--- config.mk ---
export PLATFORM = sky130hd
export DESIGN_NAME = seg7_scan_driver
export DESIGN_NICKNAME = d
export VERILOG_FILES = /design/src/rtl/seg7_scan_driver.sv
export SDC_FILE = /design/constraint.sdc
export NUM_CORES = 1
export LEC_CHECK = 0
export BUFFER_PORTS_ARGS = -buffer_cell sky130_fd_sc_hd__buf_2
export CORE_UTILIZATION = 40
export CTS_BUF_LIST = sky130_fd_sc_hd__clkbuf_16
export CTS_CLUSTER_SIZE = 20
export DETAILED_ROUTE_END_ITERATION = 10
export SYNTH_ARGS = -nofsm -noshare
export SYNTH_HDL_FRONTEND = slang
export SYNTH_SLANG_ARGS = --single-unit
--- constraint.sdc ---
create_clock -name clk -period 2.9 [get_ports clk]
set_input_delay 0.145 -clock clk [delete_from_list [all_inputs] [get_ports clk]]
set_output_delay 0.145 -clock clk [all_outputs]
set_load 0.01 [all_outputs]
--- src/rtl/seg7_scan_driver.sv ---
// seg7_scan_driver: time-multiplexed N-digit hex driver for common-anode 7-segment displays.
//
// Ports:
//   clk, rst     - system clock, asynchronous active-high reset
//   value_in     - hex nibbles, nibble i shown on digit i (digit 0 rightmost)
//   dp_in        - decimal point request per digit
//   blank_in     - force digit dark, including its decimal point
//   load         - single-cycle capture strobe for value_in/dp_in/blank_in
//   lz_blank     - leading-zero suppression enable, sampled live
//   seg_out      - segments a..g on bits 6..0
//   dp_out       - decimal point segment
//   an_out       - anode enables, one active outside reset
//   digit_idx    - digit currently being scanned
//   frame_tick   - one-cycle pulse after each frame boundary
//
// New data is held in a pending register and only moved to the displayed
// register at a frame boundary, so a frame never mixes old and new digits.

module seg7_scan_driver #(
    parameter int unsigned NUM_DIGITS  = 4,
    parameter int unsigned REFRESH_DIV = 100000,
    parameter bit          ACTIVE_LOW  = 1'b1,
    localparam int unsigned IDX_W      = (NUM_DIGITS > 1) ? $clog2(NUM_DIGITS) : 1
) (
    input  logic                    clk,
    input  logic                    rst,
    input  logic [4*NUM_DIGITS-1:0] value_in,
    input  logic [NUM_DIGITS-1:0]   dp_in,
    input  logic [NUM_DIGITS-1:0]   blank_in,
    input  logic                    load,
    input  logic                    lz_blank,
    output logic [6:0]              seg_out,
    output logic                    dp_out,
    output logic [NUM_DIGITS-1:0]   an_out,
    output logic [IDX_W-1:0]        digit_idx,
    output logic                    frame_tick
);

    localparam int unsigned      DIV_W    = $clog2(REFRESH_DIV);
    localparam logic [DIV_W-1:0] DIV_LAST = DIV_W'(REFRESH_DIV - 1);
    localparam logic [IDX_W-1:0] IDX_LAST = IDX_W'(NUM_DIGITS - 1);

    logic [DIV_W-1:0]        div_cnt;
    logic                    div_wrap;
    logic                    frame_edge;

    logic [4*NUM_DIGITS-1:0] pend_value;
    logic [NUM_DIGITS-1:0]   pend_dp;
    logic [NUM_DIGITS-1:0]   pend_blank;
    logic                    pend_valid;

    logic [4*NUM_DIGITS-1:0] disp_value;
    logic [NUM_DIGITS-1:0]   disp_dp;
    logic [NUM_DIGITS-1:0]   disp_blank;

    logic [NUM_DIGITS-1:0]   lz_mask;
    logic                    zero_run;
    logic [3:0]              sel_nib;
    logic                    sel_dp;
    logic                    sel_blank;
    logic                    sel_lz;
    logic                    dark;
    logic [NUM_DIGITS-1:0]   an_act;
    logic [6:0]              seg_act;
    logic                    dp_act;

    // Glyph in active-low form (0 = segment lit), bit6 = a .. bit0 = g.
    function automatic logic [6:0] glyph_al(input logic [3:0] nib);
        logic [6:0] g;
        case (nib)
            4'h0:    g = 7'b0000001;
            4'h1:    g = 7'b1001111;
            4'h2:    g = 7'b0010010;
            4'h3:    g = 7'b0000110;
            4'h4:    g = 7'b1001100;
            4'h5:    g = 7'b0100100;
            4'h6:    g = 7'b0100000;
            4'h7:    g = 7'b0001111;
            4'h8:    g = 7'b0000000;
            4'h9:    g = 7'b0001100;
            4'hA:    g = 7'b0001000;
            4'hB:    g = 7'b1100000;
            4'hC:    g = 7'b0110001;
            4'hD:    g = 7'b1000010;
            4'hE:    g = 7'b0110000;
            default: g = 7'b0111000;
        endcase
        return g;
    endfunction

    assign div_wrap   = (div_cnt == DIV_LAST);
    assign frame_edge = div_wrap && (digit_idx == IDX_LAST);

    always_ff @(posedge clk or posedge rst) begin
        if (rst) begin
            div_cnt   <= '0;
            digit_idx <= '0;
        end else if (div_wrap) begin
            div_cnt   <= '0;
            digit_idx <= (digit_idx == IDX_LAST) ? '0 : digit_idx + 1'b1;
        end else begin
            div_cnt <= div_cnt + 1'b1;
        end
    end

    always_ff @(posedge clk or posedge rst) begin
        if (rst) begin
            pend_value <= '0;
            pend_dp    <= '0;
            pend_blank <= '0;
            pend_valid <= 1'b0;
            disp_value <= '0;
            disp_dp    <= '0;
            disp_blank <= '0;
            frame_tick <= 1'b0;
        end else begin
            frame_tick <= frame_edge;
            if (load) begin
                pend_value <= value_in;
                pend_dp    <= dp_in;
                pend_blank <= blank_in;
            end
            if (frame_edge) begin
                pend_valid <= 1'b0;
                // A load on the boundary itself bypasses pending so it shows this frame.
                if (load) begin
                    disp_value <= value_in;
                    disp_dp    <= dp_in;
                    disp_blank <= blank_in;
                end else if (pend_valid) begin
                    disp_value <= pend_value;
                    disp_dp    <= pend_dp;
                    disp_blank <= pend_blank;
                end
            end else if (load) begin
                pend_valid <= 1'b1;
            end
        end
    end

    // lz_mask[d] is set when nibbles NUM_DIGITS-1..d are all zero; digit 0 never qualifies.
    always_comb begin
        lz_mask  = '0;
        zero_run = 1'b1;
        for (int i = NUM_DIGITS - 1; i > 0; i--) begin
            zero_run   = zero_run & (disp_value[4*i +: 4] == 4'h0);
            lz_mask[i] = zero_run;
        end
    end

    always_comb begin
        sel_nib   = '0;
        sel_dp    = 1'b0;
        sel_blank = 1'b0;
        sel_lz    = 1'b0;
        an_act    = '0;
        for (int i = 0; i < NUM_DIGITS; i++) begin
            an_act[i] = (digit_idx == IDX_W'(i));
            if (digit_idx == IDX_W'(i)) begin
                sel_nib   = disp_value[4*i +: 4];
                sel_dp    = disp_dp[i];
                sel_blank = disp_blank[i];
                sel_lz    = lz_mask[i];
            end
        end
        dark    = sel_blank | (lz_blank & sel_lz);
        seg_act = dark ? 7'h00 : ~glyph_al(sel_nib);
        dp_act  = ~dark & sel_dp;
    end

    // Outputs are built in active-high form, then flipped for active-low boards.
    always_ff @(posedge clk or posedge rst) begin
        if (rst) begin
            an_out  <= {NUM_DIGITS{ACTIVE_LOW}};
            seg_out <= {7{ACTIVE_LOW}};
            dp_out  <= ACTIVE_LOW;
        end else begin
            an_out  <= an_act ^ {NUM_DIGITS{ACTIVE_LOW}};
            seg_out <= seg_act ^ {7{ACTIVE_LOW}};
            dp_out  <= dp_act ^ ACTIVE_LOW;
        end
    end

endmodule

==> summary.txt <==
Floorplan
  • Initial Util: 41.1%
  • Die Wd: 99.5 um
  • Row Count: 35
  • Core outline area: 0.00924 mm^2
  • Die ar.: 0.00989 mm^2
  • # IOs: 43
  • Die Ht: 99.5 um

Placed design
  • Port bufs: 42
  • Pre-CTS setup slack: 0.348 ns
  • Detailed placement HPWL: 5080 um
  • Final GP Congestion: 0.838

Global routing
  • Overall routing resource usage: 15.8%
  • Global-route wire length before repair: 12,100 um
  • Largest net degree at the start of global routing: 38
  • Grt ovf: 0
  • Vias in the first global route: 2,392
  • Initial antenna violation count: 0

STA
  • Setup Skew: 0.00757 ns
  • Setup ws final: 0.283 ns
  • Slew margin rel.: 59.7%
  • Final period util: 90.3%
  • Setup tns final: 0 ns
  • Final min period: 2.62 ns
  • F_max: 382 MHz
  • RSZ-0062 raised after global routing: false
  • Final Setup Violations: 0
  • Hold Vio Cnt, Final: 0
  • Max-slew violation count: 0
  • Worst-Margin Slew: 0.603 ns

Clock network
  • Reg clk slew, reported paths: 0.06 ns
  • H-tree lvl count: 3
  • CTS Buf Count: 9
  • CTS Buffer Depth: 2
  • CTS tree: done
  • Clock Latency Late Sink: 0.33 ns
  • Clock sinks: 81
  • Postcts setup bufs: 0
  • Root buf cell: clkbuf_16

Worst setup path
  • Worst setup EP type: register
  • CP Max Fanout: 9
  • Crit Reg-Reg Endpoint: seg_out[1]
  • Worst r2r path cells: 9
  • Worst setup SP type: register
  • Reg2reg setup slack: 0.28 ns
  • CP top delay family: compound AO/OA/AOI/OAI gates
  • Crit path arrival time: 2.87 ns
  • Setup Crit Path Kind: register to register
  • Worst path required time: 3.15 ns
  • Largest stage delay, worst path: 0.54 ns
  • Worst reg2reg path startpoint: digit_idx[0]
  • Slowest CP cell: o211ai_1
  • Crit-path cells: inv_1 > ha_1 > nand2b_1 > o211ai_1 > inv_1 > ha_1 > nand3_1 > o21ai_0 > a221o_1
  • Worst path bufs/invs: 2

Logic synthesis
  • Mapped cell area: 0.00380 mm^2
  • Post-Synthesis Cells: 299
  • Synthesis warning total: 0
  • Area leader, netlist: dfrtp_1
  • Primary FF master, synth: dfrtp_1
  • Synth Register Bits: 81
  • Net count after synthesis: 338
  • Register area share after synthesis: 53.8%
  • Synth top area cells: dfrtp_1 45%, mux2_2 8.6%, dfstp_2 8.3%, mux2_4 7.9%, ha_1 3.6%
  • Top-count cell post-synth: dfrtp_1
  • Ys async rst share: 100%
  • Post-synth EDFFs: 0
  • Mean post-synth cell area: 12.7 um^2
  • Synth top cells by count: 69 x dfrtp_1, 29 x mux2_2, 20 x mux2_4
  • Netlist cell types: 53
  • Yosys top cell area share: 45.5%

Pwr
  • Tot Pwr: 2.46 mW
  • Register share of total power: 47.7%
  • Maximum VDD drop: 0.295 mV
  • Clock network power share: 48.2%
  • Pint: 1.96 mW
  • Pwr dens: 551 mW/mm^2
  • Switch Pwr: 0.498 mW
  • Leakage: 2.16 nW
  • Switching portion of total power: 20.3%
  • Comb pwr share: 4.1%

Final layout
  • Final nets: 385
  • N_diodes: 0
  • Share of layout cells above drive strength 1: 37.6%
  • P&R area growth vs syn: 17.4%

Routing
  • WL final: 7150 um
  • Via count: 2,386
  • # DRC: 0
  • Number of DRC markers in iteration 0: 77
  • Wire per inst: 14.9 um
  • DR vias/cell: 4.97
  • Final ANT Viol Nets: 0
  • Drt pass-1 iters: 4

Flow run
  • Max_cap viols: 0

Worst hold path
  • Worst min path class: input pin to register
  • Sink of the worst hold path: pend_value[4]
  • Hold depth: 2
  • Critical hold path startpoint: value_in[4]

Outcome
  • Status: complete, no violations
==> worst register-to-register path, delay by kind of cell, from the launching register on <==
kind,cells,cell delay (ns)
AO/OA/AOI/OAI,3,0.94
adder cells (fa/ha/maj),2,0.62
flip-flops,1,0.41
buffers and inverters,2,0.29
AND/OR/NAND/NOR,2,0.28
==> layout make-up <==
class | instances | area (um^2)
clock buffer | 9 | 225
clock inverter | 7 | 86.3
fill | 840 | 4780
inverter | 12 | 46.3
multi-input combinational | 194 | 1630
sequential | 81 | 2040
tap | 129 | 161
timing repair buffer | 48 | 270
==> stage by stage <==
step / cell area (um^2) / instances / hold WS [ns] / utilization, %
finish: 4460 / 480 / 0.0677 / 48.2
detailed placement: 4140 / 463 / 0.102 / 44.8
global placement: 4140 / 463 / 0.0948 / 44.8
floorplan: 3800 / 299 / 0.310 / -
CTS: 4460 / 480 / 0.0623 / 48.2
global route: 4460 / 480 / 0.0651 / 48.2
==> cells in the final DEF (no fill, tap or decap), types with 3 or more instances in the layout <==
cell	instances
a21oi_1	4
a221o_1	3
a31oi_1	3
buf_2	42
buf_4	4
clkbuf_16	9
clkinv_2	4
dfrtp_1	69
dfstp_2	12
ha_1	11
inv_1	12
mux2_2	29
mux2_4	20
mux2i_1	3
nand2_1	18
nand2b_1	3
nand3_1	11
nand4_1	4
nor2_1	18
nor3_1	8
nor4_1	3
o211ai_1	4
o21ai_0	5
xnor2_1	8
xor2_1	7
==> metal layers <==
| metal | GRT usage, % | wire, um |
|---|---|---|
| met5 | 0 | 0 |
| met4 | 6.22 | 129 |
| met3 | 3.65 | 220 |
| met2 | 23.4 | 3200 |
| met1 | 22.4 | 3590 |
==> sequential cells by signal, summed over array words and instances (netlist names), 2 cells and up <==
signal and flops:
disp_blank 4, disp_dp 4, pend_dp 4, div_cnt 17, seg_out 7, pend_value 16
pend_blank 4, an_out 4, disp_value 16, digit_idx 2
==> power groups by stage <==
stage               logic, mW  clock network (mW)  registers [mW]
floorplan              0.0657                   0            1.19
global placement        0.101                   0            1.19
detailed placement      0.104                   0            1.19
CTS                     0.106                1.21            1.17
global route            0.114                1.25            1.18
finish                  0.102                1.18            1.17
==> what timing repair did <==
item | CTS | global route
hold endpoints to repair | 15 | 0
gates resized for setup | 0 | 0
hold buffers | 1 | 0
==> cell families after synthesis <==
kind of cell | count (synthesis) | synth area share, %
buffers and inverters | 24 | 3.43
muxes | 52 | 17.3
adders and majority gates | 11 | 3.62
AOI/OAI and AO/OA | 34 | 6.72
and+or+nand+nor | 82 | 11.7
xor gates and xnor gates | 15 | 3.46
DFF | 81 | 53.8
==> how the worst max path moves through the flow <==
stage,slack (ns),cells after the start,start,to
6_report,0.28,9,digit_idx[0],seg_out[1]
5_1_grt,0.09,9,digit_idx[0],seg_out[1]
4_1_cts,0.29,9,digit_idx[0],seg_out[1]
3_5_place_dp,0.35,9,digit_idx[0],seg_out[1]
3_3_place_gp,0.51,9,digit_idx[0],seg_out[1]
2_1_floorplan,0.66,10,digit_idx[0],seg_out[1]
Note: power is estimated with default switching activity, not from simulation.
